**config.mk**
```make
export PLATFORM = sky130hd
export DESIGN_NAME = data_memory_arbiter
export DESIGN_NICKNAME = d
export VERILOG_FILES = /design/src/rtl/data_memory_arbiter.sv
export SDC_FILE = /design/constraint.sdc
export NUM_CORES = 1
export LEC_CHECK = 0
export CAP_MARGIN = 20
export CORE_AREA = 4 4 118 120
export CTS_BUF_LIST = sky130_fd_sc_hd__clkbuf_16
export DETAILED_ROUTE_END_ITERATION = 6
export DIE_AREA = 0 0 122 124
export DONT_BUFFER_PORTS = 1
export HOLD_SLACK_MARGIN = 0.08
export PLACE_DENSITY = 0.5
export SYNTH_ARGS = -nofsm -noshare
export SYNTH_HDL_FRONTEND = slang
export SYNTH_SLANG_ARGS = --single-unit
```
**constraint.sdc**
```tcl
create_clock -name clock -period 3.5 [get_ports clock]
set_clock_uncertainty 0.05 [all_clocks]
set_input_delay 0 -clock clock [delete_from_list [all_inputs] [get_ports clock]]
set_output_delay 0 -clock clock [all_outputs]
set_load 0.01 [all_outputs]
```
**src/rtl/data_memory_arbiter.sv**
```systemverilog
// data_memory_arbiter: shares one single-port data memory between the core
// data port (p0) and a loader/DMA port (p1).
//   - round-robin grant, with an optional bounded lock so one owner can burst
//   - reads return one cycle after the grant on pN_rvalid/pN_rdata (registered)
//   - writes pass straight through to the memory with their byte enables
// Ports:
//   clock, reset_n              clock, async active-low reset
//   pN_req/lock/wren/byteena/   request side (N=0,1), fields held until pN_gnt
//   address/wdata
//   pN_gnt                      combinational grant; transfer at edge with req&gnt
//   pN_rvalid, pN_rdata         registered read response
//   mem_address/wren/byteena/   memory request bus, all zero when idle/in reset
//   data, mem_q                 mem_q is a combinational read of mem_address
module data_memory_arbiter #(
  parameter int unsigned ADDR_BITS = 30,
  parameter int unsigned MAX_LOCK  = 16
) (
  input  logic                 clock,
  input  logic                 reset_n,
  input  logic                 p0_req,
  input  logic                 p0_lock,
  input  logic                 p0_wren,
  input  logic [3:0]           p0_byteena,
  input  logic [ADDR_BITS-1:0] p0_address,
  input  logic [31:0]          p0_wdata,
  output logic                 p0_gnt,
  output logic                 p0_rvalid,
  output logic [31:0]          p0_rdata,
  input  logic                 p1_req,
  input  logic                 p1_lock,
  input  logic                 p1_wren,
  input  logic [3:0]           p1_byteena,
  input  logic [ADDR_BITS-1:0] p1_address,
  input  logic [31:0]          p1_wdata,
  output logic                 p1_gnt,
  output logic                 p1_rvalid,
  output logic [31:0]          p1_rdata,
  output logic [ADDR_BITS-1:0] mem_address,
  output logic                 mem_wren,
  output logic [3:0]           mem_byteena,
  output logic [31:0]          mem_data,
  input  logic [31:0]          mem_q
);

  localparam int unsigned CNT_W = $clog2(MAX_LOCK);
  localparam logic [CNT_W-1:0] CNT_LAST = CNT_W'(MAX_LOCK - 1);
  localparam logic [CNT_W-1:0] CNT_ONE  = CNT_W'(1);

  typedef enum logic [1:0] {ARB, LOCK0, LOCK1} state_t;

  state_t           state_q, state_d;
  logic             last_q, last_d;       // port granted most recently; tie goes to the other
  logic [CNT_W-1:0] lock_cnt_q, lock_cnt_d;

  // State register and registered read return.
  always_ff @(posedge clock or negedge reset_n) begin
    if (!reset_n) begin
      state_q    <= ARB;
      last_q     <= 1'b1;
      lock_cnt_q <= '0;
      p0_rvalid  <= 1'b0;
      p0_rdata   <= '0;
      p1_rvalid  <= 1'b0;
      p1_rdata   <= '0;
    end else begin
      state_q    <= state_d;
      last_q     <= last_d;
      lock_cnt_q <= lock_cnt_d;
      p0_rvalid  <= p0_gnt && !p0_wren;
      p1_rvalid  <= p1_gnt && !p1_wren;
      if (p0_gnt && !p0_wren) p0_rdata <= mem_q;
      if (p1_gnt && !p1_wren) p1_rdata <= mem_q;
    end
  end

  // Next state, grant selection and memory mux.
  always_comb begin
    state_d     = state_q;
    last_d      = last_q;
    lock_cnt_d  = lock_cnt_q;
    p0_gnt      = 1'b0;
    p1_gnt      = 1'b0;
    mem_address = '0;
    mem_wren    = 1'b0;
    mem_byteena = '0;
    mem_data    = '0;

    if (state_q == LOCK0 && p0_req && p0_lock) begin
      p0_gnt = 1'b1;
      if (lock_cnt_q == CNT_LAST) begin
        state_d    = ARB;
        lock_cnt_d = '0;
        last_d     = 1'b0;
      end else begin
        lock_cnt_d = lock_cnt_q + CNT_ONE;
      end
    end else if (state_q == LOCK1 && p1_req && p1_lock) begin
      p1_gnt = 1'b1;
      if (lock_cnt_q == CNT_LAST) begin
        state_d    = ARB;
        lock_cnt_d = '0;
        last_d     = 1'b1;
      end else begin
        lock_cnt_d = lock_cnt_q + CNT_ONE;
      end
    end else begin
      // Open arbitration; an owner that let go of its lock falls through here too.
      state_d    = ARB;
      lock_cnt_d = '0;
      if (p0_req && (!p1_req || last_q)) begin
        p0_gnt = 1'b1;
        last_d = 1'b0;
        if (p0_lock) begin
          state_d    = LOCK0;
          lock_cnt_d = CNT_ONE;
        end
      end else if (p1_req) begin
        p1_gnt = 1'b1;
        last_d = 1'b1;
        if (p1_lock) begin
          state_d    = LOCK1;
          lock_cnt_d = CNT_ONE;
        end
      end
    end

    // Nothing may reach memory while reset is held, even mid-cycle.
    if (!reset_n) begin
      p0_gnt = 1'b0;
      p1_gnt = 1'b0;
    end

    if (p0_gnt) begin
      mem_address = p0_address;
      mem_wren    = p0_wren;
      mem_byteena = p0_byteena;
      mem_data    = p0_wdata;
    end else if (p1_gnt) begin
      mem_address = p1_address;
      mem_wren    = p1_wren;
      mem_byteena = p1_byteena;
      mem_data    = p1_wdata;
    end
  end

endmodule

```
==> run_summary.xml, run 1 <==
<?xml version="1.0" encoding="UTF-8"?>
<metrics>
  <group name="global_route">
    <metric name="first_global_vias" unit="">3109</metric>
    <metric name="antenna_found_initial" unit="">0</metric>
    <metric name="grt_pass1_wl" unit="µm">18800</metric>
    <metric name="grt_util_all_layers" unit="%">16.3</metric>
    <metric name="grt_overflow" unit="">0</metric>
    <metric name="largest_net_degree_at_the_start_of_global_routing" unit="">136</metric>
  </group>
  <group name="die">
    <metric name="ioPinCount" unit="">307</metric>
    <metric name="rows" unit="">42</metric>
    <metric name="design.core.area" unit="µm²">13000</metric>
    <metric name="floorplan.die.height" unit="µm">124</metric>
    <metric name="initial_cell_density_of_the_core" unit="%">31.0</metric>
    <metric name="die_width" unit="µm">122</metric>
    <metric name="die_area" unit="µm²">15100</metric>
  </group>
  <group name="worst_setup_path">
    <metric name="worstReg2RegStart" unit="">state_q[0]$_DFF_PN0_</metric>
    <metric name="criticalPathCategory" unit="">reg2reg</metric>
    <metric name="timing.critical_path.buf_inv" unit="">0</metric>
    <metric name="cp_data_arrival_time" unit="ns">2.52</metric>
    <metric name="cp_num_cells" unit="">4</metric>
    <metric name="timing.critical_path.cells" unit="">and3b_2 &gt; o21ai_1 &gt; or3_2 &gt; mux2_1</metric>
    <metric name="cp_startpoint" unit="">state_q[0]$_DFF_PN0_</metric>
    <metric name="max_incr_delay_on_cp" unit="ns">0.85</metric>
    <metric name="cp_data_required_time" unit="ns">3.65</metric>
    <metric name="crit_fanout" unit="">33</metric>
    <metric name="reg2reg_depth" unit="">4</metric>
    <metric name="startpoint_type" unit="">register</metric>
    <metric name="top_cell_family_by_delay_on_the_critical_path" unit="">simple AND/OR/NAND/NOR gates</metric>
    <metric name="r2r-end" unit="">p1_rdata[0]$_DFFE_PN0P_</metric>
    <metric name="worstSetupEndpoint" unit="">p1_rdata[0]$_DFFE_PN0P_</metric>
    <metric name="end_kind" unit="">register</metric>
    <metric name="cpMaxStageDelayCell" unit="">sky130_fd_sc_hd__or3_2</metric>
    <metric name="r2r_slack" unit="ns">1.13</metric>
  </group>
  <group name="routing">
    <metric name="ant_nets" unit="">0</metric>
    <metric name="routedWlPerCell" unit="µm">21.7</metric>
    <metric name="post-route-drc-count" unit="">0</metric>
    <metric name="num_vias" unit="">3279</metric>
    <metric name="viasPerCell" unit="">5.33</metric>
    <metric name="first_iter_violations" unit="">232</metric>
    <metric name="dr_pass1_iterations" unit="">5</metric>
    <metric name="postRouteWirelength" unit="µm">13400</metric>
  </group>
  <group name="clock_network">
    <metric name="clock_sinks" unit="">73</metric>
    <metric name="max-clock-path-buffers" unit="">2</metric>
    <metric name="clock_buffers_created_by_tritoncts" unit="">9</metric>
    <metric name="path_clk_slew" unit="ns">0.06</metric>
    <metric name="worstSkewPairLatency" unit="ns">0.33</metric>
    <metric name="htree_levels" unit="">3</metric>
    <metric name="cts_tree" unit="">done</metric>
    <metric name="cts-root-buf" unit="">sky130_fd_sc_hd__clkbuf_16</metric>
    <metric name="ctsResizeCount" unit="">0</metric>
  </group>
  <group name="logic_synthesis">
    <metric name="syn_avg_cell_area" unit="µm²">9.65</metric>
    <metric name="ys_ff_latch" unit="">73</metric>
    <metric name="netlist.area_leader.share" unit="%">44.8</metric>
    <metric name="synth.cell_area" unit="µm²">4030</metric>
    <metric name="syn_nets" unit="">590</metric>
    <metric name="number_of_standard_cells_after_synthesis" unit="">417</metric>
    <metric name="yosys.cell_types.count" unit="">34</metric>
    <metric name="synth_largest_area_cell" unit="">sky130_fd_sc_hd__dfrtp_1</metric>
    <metric name="ys_warn_count" unit="">0</metric>
    <metric name="yosys-top-cells-area" unit="">sky130_fd_sc_hd__dfrtp_1, sky130_fd_sc_hd__mux2_4, sky130_fd_sc_hd__nand3_1</metric>
    <metric name="synth_seq_area_share" unit="%">45.4</metric>
  </group>
  <group name="job">
    <metric name="number_of_max_cap_violations" unit="">0</metric>
  </group>
  <group name="sta">
    <metric name="setup_viol_count_final" unit="">0</metric>
    <metric name="total_negative_setup_slack" unit="ns">0</metric>
    <metric name="max_freq" unit="MHz">422</metric>
    <metric name="worst_slew_margin_rel" unit="%">31.3</metric>
    <metric name="drv_slew" unit="">0</metric>
    <metric name="unrepaired_setup_endpoints_after_global_routing" unit="">no</metric>
    <metric name="fin_crit" unit="ns">2.37</metric>
    <metric name="hold_fails_final_rpt" unit="">0</metric>
    <metric name="worst-slew-pin-transition" unit="ns">1.03</metric>
    <metric name="tcrit_tclk_final" unit="%">67.6</metric>
  </group>
  <group name="power">
    <metric name="pwr_density_cell" unit="nW/µm²">597</metric>
    <metric name="vdd_drop_max" unit="µV">221</metric>
    <metric name="power_leakage" unit="nW">2.04</metric>
  </group>
  <group name="min_path">
    <metric name="holdCritStartpoint" unit="">p0_req</metric>
    <metric name="timing.hold.worst_path_depth" unit="">3</metric>
    <metric name="min_path_type" unit="">in2reg</metric>
  </group>
  <group name="cells_and_area">
    <metric name="drive_above_1_share" unit="%">18.5</metric>
    <metric name="layout.nets" unit="">607</metric>
    <metric name="antenna_cells" unit="">0</metric>
    <metric name="area_growth_syn_to_layout" unit="%">20.5</metric>
    <metric name="post-route-cell-area" unit="µm²">4850</metric>
  </group>
  <group name="status">
    <metric name="result_of_the_run" unit="">finished, final reports clean</metric>
  </group>
  <group name="place">
    <metric name="dpl_cell_area" unit="µm²">4110</metric>
    <metric name="io_buffers" unit="">0</metric>
    <metric name="gp_congestion" unit="">0.836</metric>
    <metric name="dp.final_hpwl" unit="µm">9820</metric>
  </group>
</metrics>
cells by family after synthesis:
kind of cell    Yosys count  share of synthesized area, %
buf+inv                  39                          4.85
simple gates            162                          18.7
flops                    73                          45.4
compound gates           76                          10.0
mux                      64                          20.3
xor+xnor                  2                         0.435
fa+ha+maj                 1                         0.311
worst min-delay path, cell delays in order:
cell                       delay (ns)
sky130_fd_sc_hd__o221ai_4        0.07
sky130_fd_sc_hd__nor3_4          0.04
sky130_fd_sc_hd__buf_4           0.26
layout make-up:
| cell class | instances | area (µm²) |
|---|---|---|
| inverter | 2 | 7.51 |
| sequential | 73 | 1830 |
| clock buffer | 9 | 225 |
| timing repair buffer | 43 | 453 |
| clock inverter | 7 | 101 |
| tap | 176 | 220 |
| fill | 1259 | 8130 |
| multi-input combinational | 305 | 2020 |
where the power goes:
group	total (W)	internal [W]	leakage, nW	switching (W)
clock	0.000982	0.000629	0.153	0.000353
sequential	0.00136	0.00107	0.879	0.000285
combinational	0.000560	0.000294	1.01	0.000266
total	0.00290	0.00200	2.04	0.000903
synth_stat cells:
master	instances
sky130_fd_sc_hd__nor3_4	1
sky130_fd_sc_hd__nor2_1	4
sky130_fd_sc_hd__nand4b_1	1
sky130_fd_sc_hd__inv_1	2
sky130_fd_sc_hd__a21boi_0	1
sky130_fd_sc_hd__a21oi_1	3
sky130_fd_sc_hd__o21ai_1	1
sky130_fd_sc_hd__xnor2_1	1
sky130_fd_sc_hd__ha_1	1
sky130_fd_sc_hd__o221ai_1	1
sky130_fd_sc_hd__and3b_2	1
sky130_fd_sc_hd__buf_1	5
sky130_fd_sc_hd__or3_1	1
sky130_fd_sc_hd__buf_4	3
sky130_fd_sc_hd__nand2b_1	4
sky130_fd_sc_hd__clkbuf_1	19
sky130_fd_sc_hd__nand2_1	74
sky130_fd_sc_hd__nand4_1	2
sky130_fd_sc_hd__mux2_1	9
sky130_fd_sc_hd__a21boi_1	1
sky130_fd_sc_hd__o2bb2ai_1	1
sky130_fd_sc_hd__o21ai_0	67
sky130_fd_sc_hd__mux2_4	26
sky130_fd_sc_hd__nor2b_1	2
sky130_fd_sc_hd__and2_1	1
sky130_fd_sc_hd__buf_2	6
sky130_fd_sc_hd__dfstp_2	1
sky130_fd_sc_hd__mux2_2	29
sky130_fd_sc_hd__xor2_1	1
sky130_fd_sc_hd__and4b_1	1
sky130_fd_sc_hd__buf_6	4
sky130_fd_sc_hd__dfrtp_1	72
sky130_fd_sc_hd__o221ai_2	1
sky130_fd_sc_hd__nand3_1	70
placed cells by master (no fill, tap or decap), types with 2 or more instances in the layout:
master	Yosys	layout
sky130_fd_sc_hd__clkbuf_16	0	9
sky130_fd_sc_hd__mux2_4	26	26
sky130_fd_sc_hd__nor2b_1	2	2
sky130_fd_sc_hd__nor2_1	4	4
sky130_fd_sc_hd__a21oi_1	3	3
sky130_fd_sc_hd__nand2_1	74	74
sky130_fd_sc_hd__dfrtp_1	72	72
sky130_fd_sc_hd__buf_4	3	2
sky130_fd_sc_hd__nand2b_1	4	4
sky130_fd_sc_hd__bufinv_16	0	2
sky130_fd_sc_hd__dlygate4sd3_1	0	39
sky130_fd_sc_hd__nand3_1	70	70
sky130_fd_sc_hd__nand4_1	2	2
sky130_fd_sc_hd__inv_1	2	2
sky130_fd_sc_hd__mux2_2	29	29
sky130_fd_sc_hd__mux2_1	9	9
sky130_fd_sc_hd__inv_6	0	2
sky130_fd_sc_hd__clkinvlp_4	0	2
sky130_fd_sc_hd__o21ai_0	67	67
how the worst min path moves through the flow:
stage,end,slack (ns)
final,p0_rvalid$_DFF_PN0_,0.11
after detailed placement,p0_rdata[18]$_DFFE_PN0P_,-0.34
after global routing,p0_rvalid$_DFF_PN0_,0.12
after global placement,p1_rdata[18]$_DFFE_PN0P_,-0.34
after floorplan,lock_cnt_q[0]$_DFF_PN0_,-0.35
after CTS,last_q$_DFFE_PN1P_,0.11
repair_timing:
item	CTS	global route
buffers inserted	0	0
hold buffers	40	0
hold endpoints to repair	145	0
metal layers:
layer	part of all wire, %	track usage [%]	vias to the layer above	wire, µm
li1	-	-	1492	-
met2	49	26.7	223	6530
met1	39	19.6	1549	5160
met3	11	6.54	15	1490
met5	0	0	-	0
met4	1.5	5.18	0	198
per-stage QoR:
step	instances	hold WS, ns	util (%)	setup slack [ns]	total power (W)
4_1_cts	615	0.106	37.4	1.13	0.00294
6_report	615	0.113	37.4	1.13	0.00290
3_5_place_dp	559	-0.343	31.6	1.15	0.00188
2_1_floorplan	417	-0.346	-	1.62	0.00175
5_1_grt	615	0.121	37.4	1.01	0.00305
3_3_place_gp	559	-0.343	31.6	1.23	0.00185
registers in the layout, indices dropped and copies added, names as in the netlist:
signal and count:
p1_rdata 32, state_q 2, p0_rdata 32, last_q 1
p0_rvalid 1, p1_rvalid 1, lock_cnt_q 4
Power figures use the tool's default switching activity.
==> inputs of run 2 (changes only) <==
--- a/config.mk
+++ b/config.mk
@@ -12,7 +12,7 @@
 export DIE_AREA = 0 0 122 124
 export DONT_BUFFER_PORTS = 1
 export HOLD_SLACK_MARGIN = 0.08
-export PLACE_DENSITY = 0.5
+export PLACE_DENSITY = 0.51
 export SYNTH_ARGS = -nofsm -noshare
 export SYNTH_HDL_FRONTEND = slang
 export SYNTH_SLANG_ARGS = --single-unit
==> constraint.sdc (replaced) <==
create_clock -name clock -period 2 [get_ports clock]
set_clock_uncertainty 0.05 [all_clocks]
set_input_delay 0 -clock clock [delete_from_list [all_inputs] [get_ports clock]]
set_output_delay 0 -clock clock [all_outputs]
set_load 0.01 [all_outputs]
==> run_summary.xml, run 2 (synthesized netlist as in run 1, its figures left out) <==
<?xml version="1.0" encoding="UTF-8"?>
<metrics>
  <group name="cells_and_area">
    <metric name="antenna_cells" unit="">0</metric>
    <metric name="drive_above_1_share" unit="%">34.1</metric>
    <metric name="layout.nets" unit="">684</metric>
    <metric name="post-route-cell-area" unit="µm²">5800</metric>
    <metric name="biggestRegsByFlops" unit="">p0_rdata: 32 flops, p1_rdata: 32 flops, lock_cnt_q: 4 flops</metric>
    <metric name="post_layout_nonfiller_instances" unit="">692</metric>
    <metric name="area_growth_syn_to_layout" unit="%">44.1</metric>
    <metric name="final_cell_mix" unit="">sky130_fd_sc_hd__nand2_1, sky130_fd_sc_hd__dfrtp_1, sky130_fd_sc_hd__nand3_1</metric>
    <metric name="most_common_cell_after_layout_fill_and_taps_aside" unit="">sky130_fd_sc_hd__nand2_1</metric>
  </group>
  <group name="routing">
    <metric name="num_vias" unit="">3707</metric>
    <metric name="post-route-drc-count" unit="">0</metric>
    <metric name="postRouteWirelength" unit="µm">15000</metric>
    <metric name="viasPerCell" unit="">5.36</metric>
    <metric name="first_iter_violations" unit="">237</metric>
    <metric name="routedWlPerCell" unit="µm">21.7</metric>
    <metric name="ant_nets" unit="">0</metric>
    <metric name="dr_pass1_iterations" unit="">5</metric>
  </group>
  <group name="power">
    <metric name="clock_power_share" unit="%">31.5</metric>
    <metric name="sw_frac_of_total" unit="%">31.4</metric>
    <metric name="power.share.sequential" unit="%">43.4</metric>
    <metric name="vdd_drop_max" unit="µV">384</metric>
    <metric name="power_leakage" unit="nW">2.58</metric>
    <metric name="combinationalPowerShare" unit="%">25.0</metric>
    <metric name="power.switching" unit="W">0.00173</metric>
    <metric name="intPower" unit="W">0.00376</metric>
    <metric name="pwr_density_cell" unit="nW/µm²">947</metric>
  </group>
  <group name="worst_setup_path">
    <metric name="max_incr_delay_on_cp" unit="ns">0.54</metric>
    <metric name="startpoint_type" unit="">register</metric>
    <metric name="end_kind" unit="">register</metric>
    <metric name="cp_data_arrival_time" unit="ns">2.15</metric>
    <metric name="cp_data_required_time" unit="ns">2.16</metric>
    <metric name="cpMaxStageDelayCell" unit="">sky130_fd_sc_hd__dfstp_2</metric>
    <metric name="crit_fanout" unit="">16</metric>
    <metric name="criticalPathCategory" unit="">reg2reg</metric>
    <metric name="timing.critical_path.cells" unit="">a21boi_4 &gt; o221ai_4 &gt; nor3_4 &gt; buf_6 &gt; clkbuf_16 &gt; mux2_2</metric>
  </group>
  <group name="clock_network">
    <metric name="clock_buffers_created_by_tritoncts" unit="">9</metric>
    <metric name="path_clk_slew" unit="ns">0.06</metric>
    <metric name="worstSkewPairLatency" unit="ns">0.32</metric>
    <metric name="cts_tree" unit="">done</metric>
    <metric name="clock_sinks" unit="">73</metric>
    <metric name="cts-root-buf" unit="">sky130_fd_sc_hd__clkbuf_16</metric>
    <metric name="htree_levels" unit="">3</metric>
    <metric name="max-clock-path-buffers" unit="">2</metric>
  </group>
  <group name="die">
    <metric name="rows" unit="">42</metric>
    <metric name="die_width" unit="µm">122</metric>
    <metric name="initial_cell_density_of_the_core" unit="%">31.0</metric>
    <metric name="design.core.area" unit="µm²">13000</metric>
    <metric name="die_area" unit="µm²">15100</metric>
    <metric name="floorplan.die.height" unit="µm">124</metric>
    <metric name="ioPinCount" unit="">307</metric>
  </group>
  <group name="place">
    <metric name="post-place-cells" unit="">616</metric>
    <metric name="io_buffers" unit="">0</metric>
    <metric name="dpl_cell_area" unit="µm²">4570</metric>
    <metric name="dp_worst_setup_slack" unit="ns">0.0853</metric>
    <metric name="gp_congestion" unit="">0.933</metric>
    <metric name="dp.final_hpwl" unit="µm">9840</metric>
  </group>
  <group name="job">
    <metric name="number_of_max_cap_violations" unit="">0</metric>
  </group>
  <group name="sta">
    <metric name="worst_slew_margin_rel" unit="%">76.2</metric>
    <metric name="hold_fails_final_rpt" unit="">0</metric>
    <metric name="setup_viol_count_final" unit="">0</metric>
    <metric name="fin_crit" unit="ns">1.99</metric>
    <metric name="max_freq" unit="MHz">501</metric>
    <metric name="tcrit_tclk_final" unit="%">99.7</metric>
    <metric name="setup_ws" unit="ns">0.00551</metric>
    <metric name="worst-slew-pin-transition" unit="ns">0.357</metric>
    <metric name="unrepaired_setup_endpoints_after_global_routing" unit="">yes</metric>
    <metric name="drv_slew" unit="">0</metric>
    <metric name="hold-worst-slack" unit="ns">0.0811</metric>
  </group>
  <group name="min_path">
    <metric name="min_path_type" unit="">in2out</metric>
  </group>
  <group name="global_route">
    <metric name="grt_util_all_layers" unit="%">16.9</metric>
    <metric name="grt_pass1_wl" unit="µm">19800</metric>
    <metric name="first_global_vias" unit="">3521</metric>
    <metric name="largest_net_degree_at_the_start_of_global_routing" unit="">75</metric>
    <metric name="antenna_found_initial" unit="">0</metric>
    <metric name="grt_overflow" unit="">0</metric>
  </group>
  <group name="status">
    <metric name="result_of_the_run" unit="">finished, final reports clean</metric>
  </group>
</metrics>
run 2: routing by layer:
metal	routed length, µm	track usage [%]	vias to the layer above
met1	5420	19.1	1815
met5	0	0	-
li1	-	-	1643
met2	7650	28.9	222
met3	1640	6.68	27
met4	333	6.23	0
run 2: cell type report:
type,instances,area (µm²)
Fill cell,1222,7180
Multi-Input combinational cell,305,2140
Sequential cell,73,1830
Timing Repair Buffer,120,1270
Clock buffer,9,225
Tap cell,176,220
Clock inverter,7,101
Inverter,2,7.51
run 2: through the flow:
stage	power (W)	utilization [%]	TNS [ns]
CTS	0.00537	42.2	-0.00398
detailed placement	0.00342	35.2	0
global placement	0.00337	35.2	0
global route	0.00575	44.7	-1.43
floorplan	0.00306	-	0
finish	0.00549	44.7	0
run 2: path summary, 6_finish.rpt:
kind	startpoint	depth (start not counted)	end	slack, ns
setup / recovery	last_q$_DFFE_PN1P_	6	p0_rdata[25]$_DFFE_PN0P_	0.006
setup reg to reg	last_q$_DFFE_PN1P_	6	p0_rdata[25]$_DFFE_PN0P_	0.006
min in group asynchronous	reset_n	2	p0_rdata[1]$_DFFE_PN0P_	0.24
hold / removal	p0_address[18]	2	mem_address[18]	0.08
hold reg to reg	lock_cnt_q[3]$_DFF_PN0_	2	lock_cnt_q[3]$_DFF_PN0_	0.50
max in group asynchronous	reset_n	2	last_q$_DFFE_PN1P_	1.33
run 2: repair_timing:
| item | in CTS | in global routing |
|---|---|---|
| endpoints found under the setup margin | 67 | 67 |
| resized for setup | 50 | 54 |
| setup buffers | 2 | 5 |
| hold buffers | 44 | 2 |
| gates cloned | 1 | 6 |
| pin swaps | 0 | 1 |
| endpoints found under the hold margin | 146 | 74 |
run 2: power groups by stage:
stage          Sequential (W)  Clock, W  Combinational, W
2_1_floorplan         0.00228         0          0.000780
3_3_place_gp          0.00239         0          0.000983
5_1_grt               0.00243   0.00183           0.00149
3_5_place_dp          0.00240         0           0.00102
4_1_cts               0.00238   0.00176           0.00123
6_report              0.00238   0.00173           0.00138
run 2: critical path: cells and delay by family, from the launching register on:
| kind | cells | cell delay [ns] |
|---|---|---|
| flip-flops | 1 | 0.54 |
| AO/OA/AOI/OAI | 2 | 0.35 |
| multiplexers | 1 | 0.34 |
| buffers and inverters | 2 | 0.32 |
| AND/OR/NAND/NOR | 1 | 0.27 |
==> inputs of run 3 (changes only) <==
--- a/config.mk
+++ b/config.mk
@@ -12,7 +12,6 @@
 export DIE_AREA = 0 0 122 124
 export DONT_BUFFER_PORTS = 1
 export HOLD_SLACK_MARGIN = 0.08
-export PLACE_DENSITY = 0.51
 export SYNTH_ARGS = -nofsm -noshare
 export SYNTH_HDL_FRONTEND = slang
 export SYNTH_SLANG_ARGS = --single-unit
==> run_summary.xml, run 3 (synthesized netlist as in run 1, its figures left out) <==
<?xml version="1.0" encoding="UTF-8"?>
<metrics>
  <group name="sta">
    <metric name="tcrit_tclk_final" unit="%">101</metric>
    <metric name="worst-slew-pin-transition" unit="ns">0.592</metric>
    <metric name="fin_crit" unit="ns">2.02</metric>
    <metric name="hold_fails_final_rpt" unit="">73</metric>
    <metric name="hold-worst-slack" unit="ns">-0.470</metric>
    <metric name="setup_viol_count_final" unit="">19</metric>
    <metric name="max_freq" unit="MHz">495</metric>
    <metric name="drv_slew" unit="">0</metric>
    <metric name="worst_slew_margin_rel" unit="%">60.5</metric>
    <metric name="setup_ws" unit="ns">-0.0217</metric>
    <metric name="unrepaired_setup_endpoints_after_global_routing" unit="">yes</metric>
  </group>
  <group name="die">
    <metric name="ioPinCount" unit="">307</metric>
    <metric name="rows" unit="">42</metric>
    <metric name="die_area" unit="µm²">15100</metric>
    <metric name="design.core.area" unit="µm²">13000</metric>
    <metric name="die_width" unit="µm">122</metric>
    <metric name="initial_cell_density_of_the_core" unit="%">31.0</metric>
    <metric name="floorplan.die.height" unit="µm">124</metric>
  </group>
  <group name="worst_setup_path">
    <metric name="cp_data_arrival_time" unit="ns">1.97</metric>
    <metric name="end_kind" unit="">output port</metric>
    <metric name="cp_data_required_time" unit="ns">1.95</metric>
    <metric name="crit_fanout" unit="">7</metric>
    <metric name="r2r_slack" unit="ns">-0.02</metric>
    <metric name="criticalPathCategory" unit="">reg2out</metric>
    <metric name="startpoint_type" unit="">register</metric>
  </group>
  <group name="power">
    <metric name="pwr_density_cell" unit="nW/µm²">872</metric>
    <metric name="power_leakage" unit="nW">2.67</metric>
    <metric name="vdd_drop_max" unit="µV">411</metric>
  </group>
  <group name="clock_network">
    <metric name="cts-root-buf" unit="">sky130_fd_sc_hd__clkbuf_16</metric>
    <metric name="path_clk_slew" unit="ns">0.06</metric>
    <metric name="clock_buffers_created_by_tritoncts" unit="">9</metric>
    <metric name="cts_tree" unit="">done</metric>
    <metric name="max-clock-path-buffers" unit="">2</metric>
    <metric name="post_cts_hold_buffer_count" unit="">46</metric>
    <metric name="worstSkewPairLatency" unit="ns">0.32</metric>
    <metric name="clock_sinks" unit="">73</metric>
    <metric name="htree_levels" unit="">3</metric>
  </group>
  <group name="cells_and_area">
    <metric name="final_cell_mix" unit="">sky130_fd_sc_hd__nand2_1, sky130_fd_sc_hd__dfrtp_1, sky130_fd_sc_hd__nand3_1</metric>
    <metric name="area_growth_syn_to_layout" unit="%">54.7</metric>
    <metric name="biggestRegsByFlops" unit="">p0_rdata: 32 flops, p1_rdata: 32 flops, lock_cnt_q: 4 flops</metric>
    <metric name="most_common_cell_after_layout_fill_and_taps_aside" unit="">sky130_fd_sc_hd__nand2_1</metric>
    <metric name="drive_above_1_share" unit="%">44.8</metric>
    <metric name="layout.nets" unit="">684</metric>
    <metric name="final_core_utilization" unit="%">48.0</metric>
  </group>
  <group name="place">
    <metric name="dp_worst_setup_slack" unit="ns">0.0187</metric>
    <metric name="dp.final_hpwl" unit="µm">11000</metric>
    <metric name="gp_congestion" unit="">0.910</metric>
    <metric name="io_buffers" unit="">0</metric>
  </group>
  <group name="routing">
    <metric name="routedWlPerCell" unit="µm">25.7</metric>
    <metric name="first_iter_violations" unit="">278</metric>
    <metric name="viasPerCell" unit="">5.52</metric>
    <metric name="postRouteWirelength" unit="µm">17800</metric>
    <metric name="num_vias" unit="">3834</metric>
    <metric name="post-route-drc-count" unit="">0</metric>
    <metric name="ant_nets" unit="">0</metric>
    <metric name="dr_pass1_iterations" unit="">5</metric>
  </group>
  <group name="global_route">
    <metric name="first_global_vias" unit="">3814</metric>
    <metric name="grt_util_all_layers" unit="%">20.1</metric>
    <metric name="grt_overflow" unit="">0</metric>
    <metric name="largest_net_degree_at_the_start_of_global_routing" unit="">75</metric>
    <metric name="antenna_found_initial" unit="">3</metric>
    <metric name="grt_pass1_wl" unit="µm">23000</metric>
  </group>
  <group name="job">
    <metric name="number_of_max_cap_violations" unit="">0</metric>
  </group>
  <group name="min_path">
    <metric name="min_path_type" unit="">in2async</metric>
  </group>
  <group name="status">
    <metric name="violations" unit="">negative hold slack, negative setup slack</metric>
    <metric name="result_of_the_run" unit="">finished, violations left</metric>
  </group>
</metrics>
run 3: cell types whose count changed in the layout (fill, tap and decap cells not counted), moves of 12 or more:
cell	previous run	this run
sky130_fd_sc_hd__nand3_1	64	51
sky130_fd_sc_hd__o21ai_4	1	25
sky130_fd_sc_hd__buf_6	3	21
sky130_fd_sc_hd__nand3_2	6	18
sky130_fd_sc_hd__buf_4	56	37
sky130_fd_sc_hd__o21ai_2	14	32
sky130_fd_sc_hd__o21ai_1	48	11
run 3: final timing paths:
check	cells after the start	startpoint	to
setup / recovery	7	last_q$_DFFE_PN1P_	mem_data[14]
hold / removal	1	reset_n	p0_rdata[16]$_DFFE_PN0P_
setup reg to reg	6	last_q$_DFFE_PN1P_	p0_rdata[7]$_DFFE_PN0P_
hold reg to reg	2	lock_cnt_q[3]$_DFF_PN0_	lock_cnt_q[3]$_DFF_PN0_
max in group asynchronous	1	reset_n	last_q$_DFFE_PN1P_
min in group clock	2	p1_address[10]	mem_address[10]
run 3: cell type report:
cell class	instances	area, µm²
inverters	2	7.51
flip-flops and latches	73	1830
repair buffers	120	1350
clock buffers	9	225
well taps	176	220
clock inverters	7	38.8
multi-input cells	305	2550
fillers	1141	6750
diodes	2	5.00
run 3: timing repair:
item                                    in CTS  in global routing
endpoints found under the setup margin      61                132
pin swaps                                   12                 17
cloned                                       5                  6
hold endpoints to repair                   150                 73
buffers inserted                             9                  3
resized for setup                          138                 69
run 3: power breakdown:
part           switching, W  total, W  internal [W]
clock network      0.000593   0.00142      0.000823
logic              0.000741   0.00162      0.000880
registers          0.000518   0.00239       0.00188
total               0.00185   0.00543       0.00358
run 3: worst max-delay path, stage by stage, from the launching register on:
cell and delay [ns]:
sky130_fd_sc_hd__dfstp_2 0.54, sky130_fd_sc_hd__a21boi_4 0.20, sky130_fd_sc_hd__o221ai_4 0.13, sky130_fd_sc_hd__buf_12 0.16
sky130_fd_sc_hd__buf_12 0.15, sky130_fd_sc_hd__clkbuf_16 0.17, sky130_fd_sc_hd__o21ai_4 0.16, sky130_fd_sc_hd__buf_6 0.12
run 3: routing by layer:
| metal | wire (µm) | global-route usage [%] |
|---|---|---|
| met2 | 9050 | 33.6 |
| met4 | 340 | 6.65 |
| met3 | 2440 | 9.76 |
| met5 | 13 | 0 |
| met1 | 5970 | 22.7 |
run 3: metrics by stage:
stage                     instances  power, W  hold WS, ns  cell area (µm²)  setup TNS [ns]
after floorplan                 417   0.00306       -0.346             4030               0
final                           694   0.00543       -0.470             6230          -0.159
after CTS                       686   0.00529       -0.466             5830           -1.20
after global routing            694   0.00566       -0.447             6230           -2.81
after detailed placement        610   0.00342       -0.343             4530               0
after global placement          610   0.00336       -0.343             4530               0
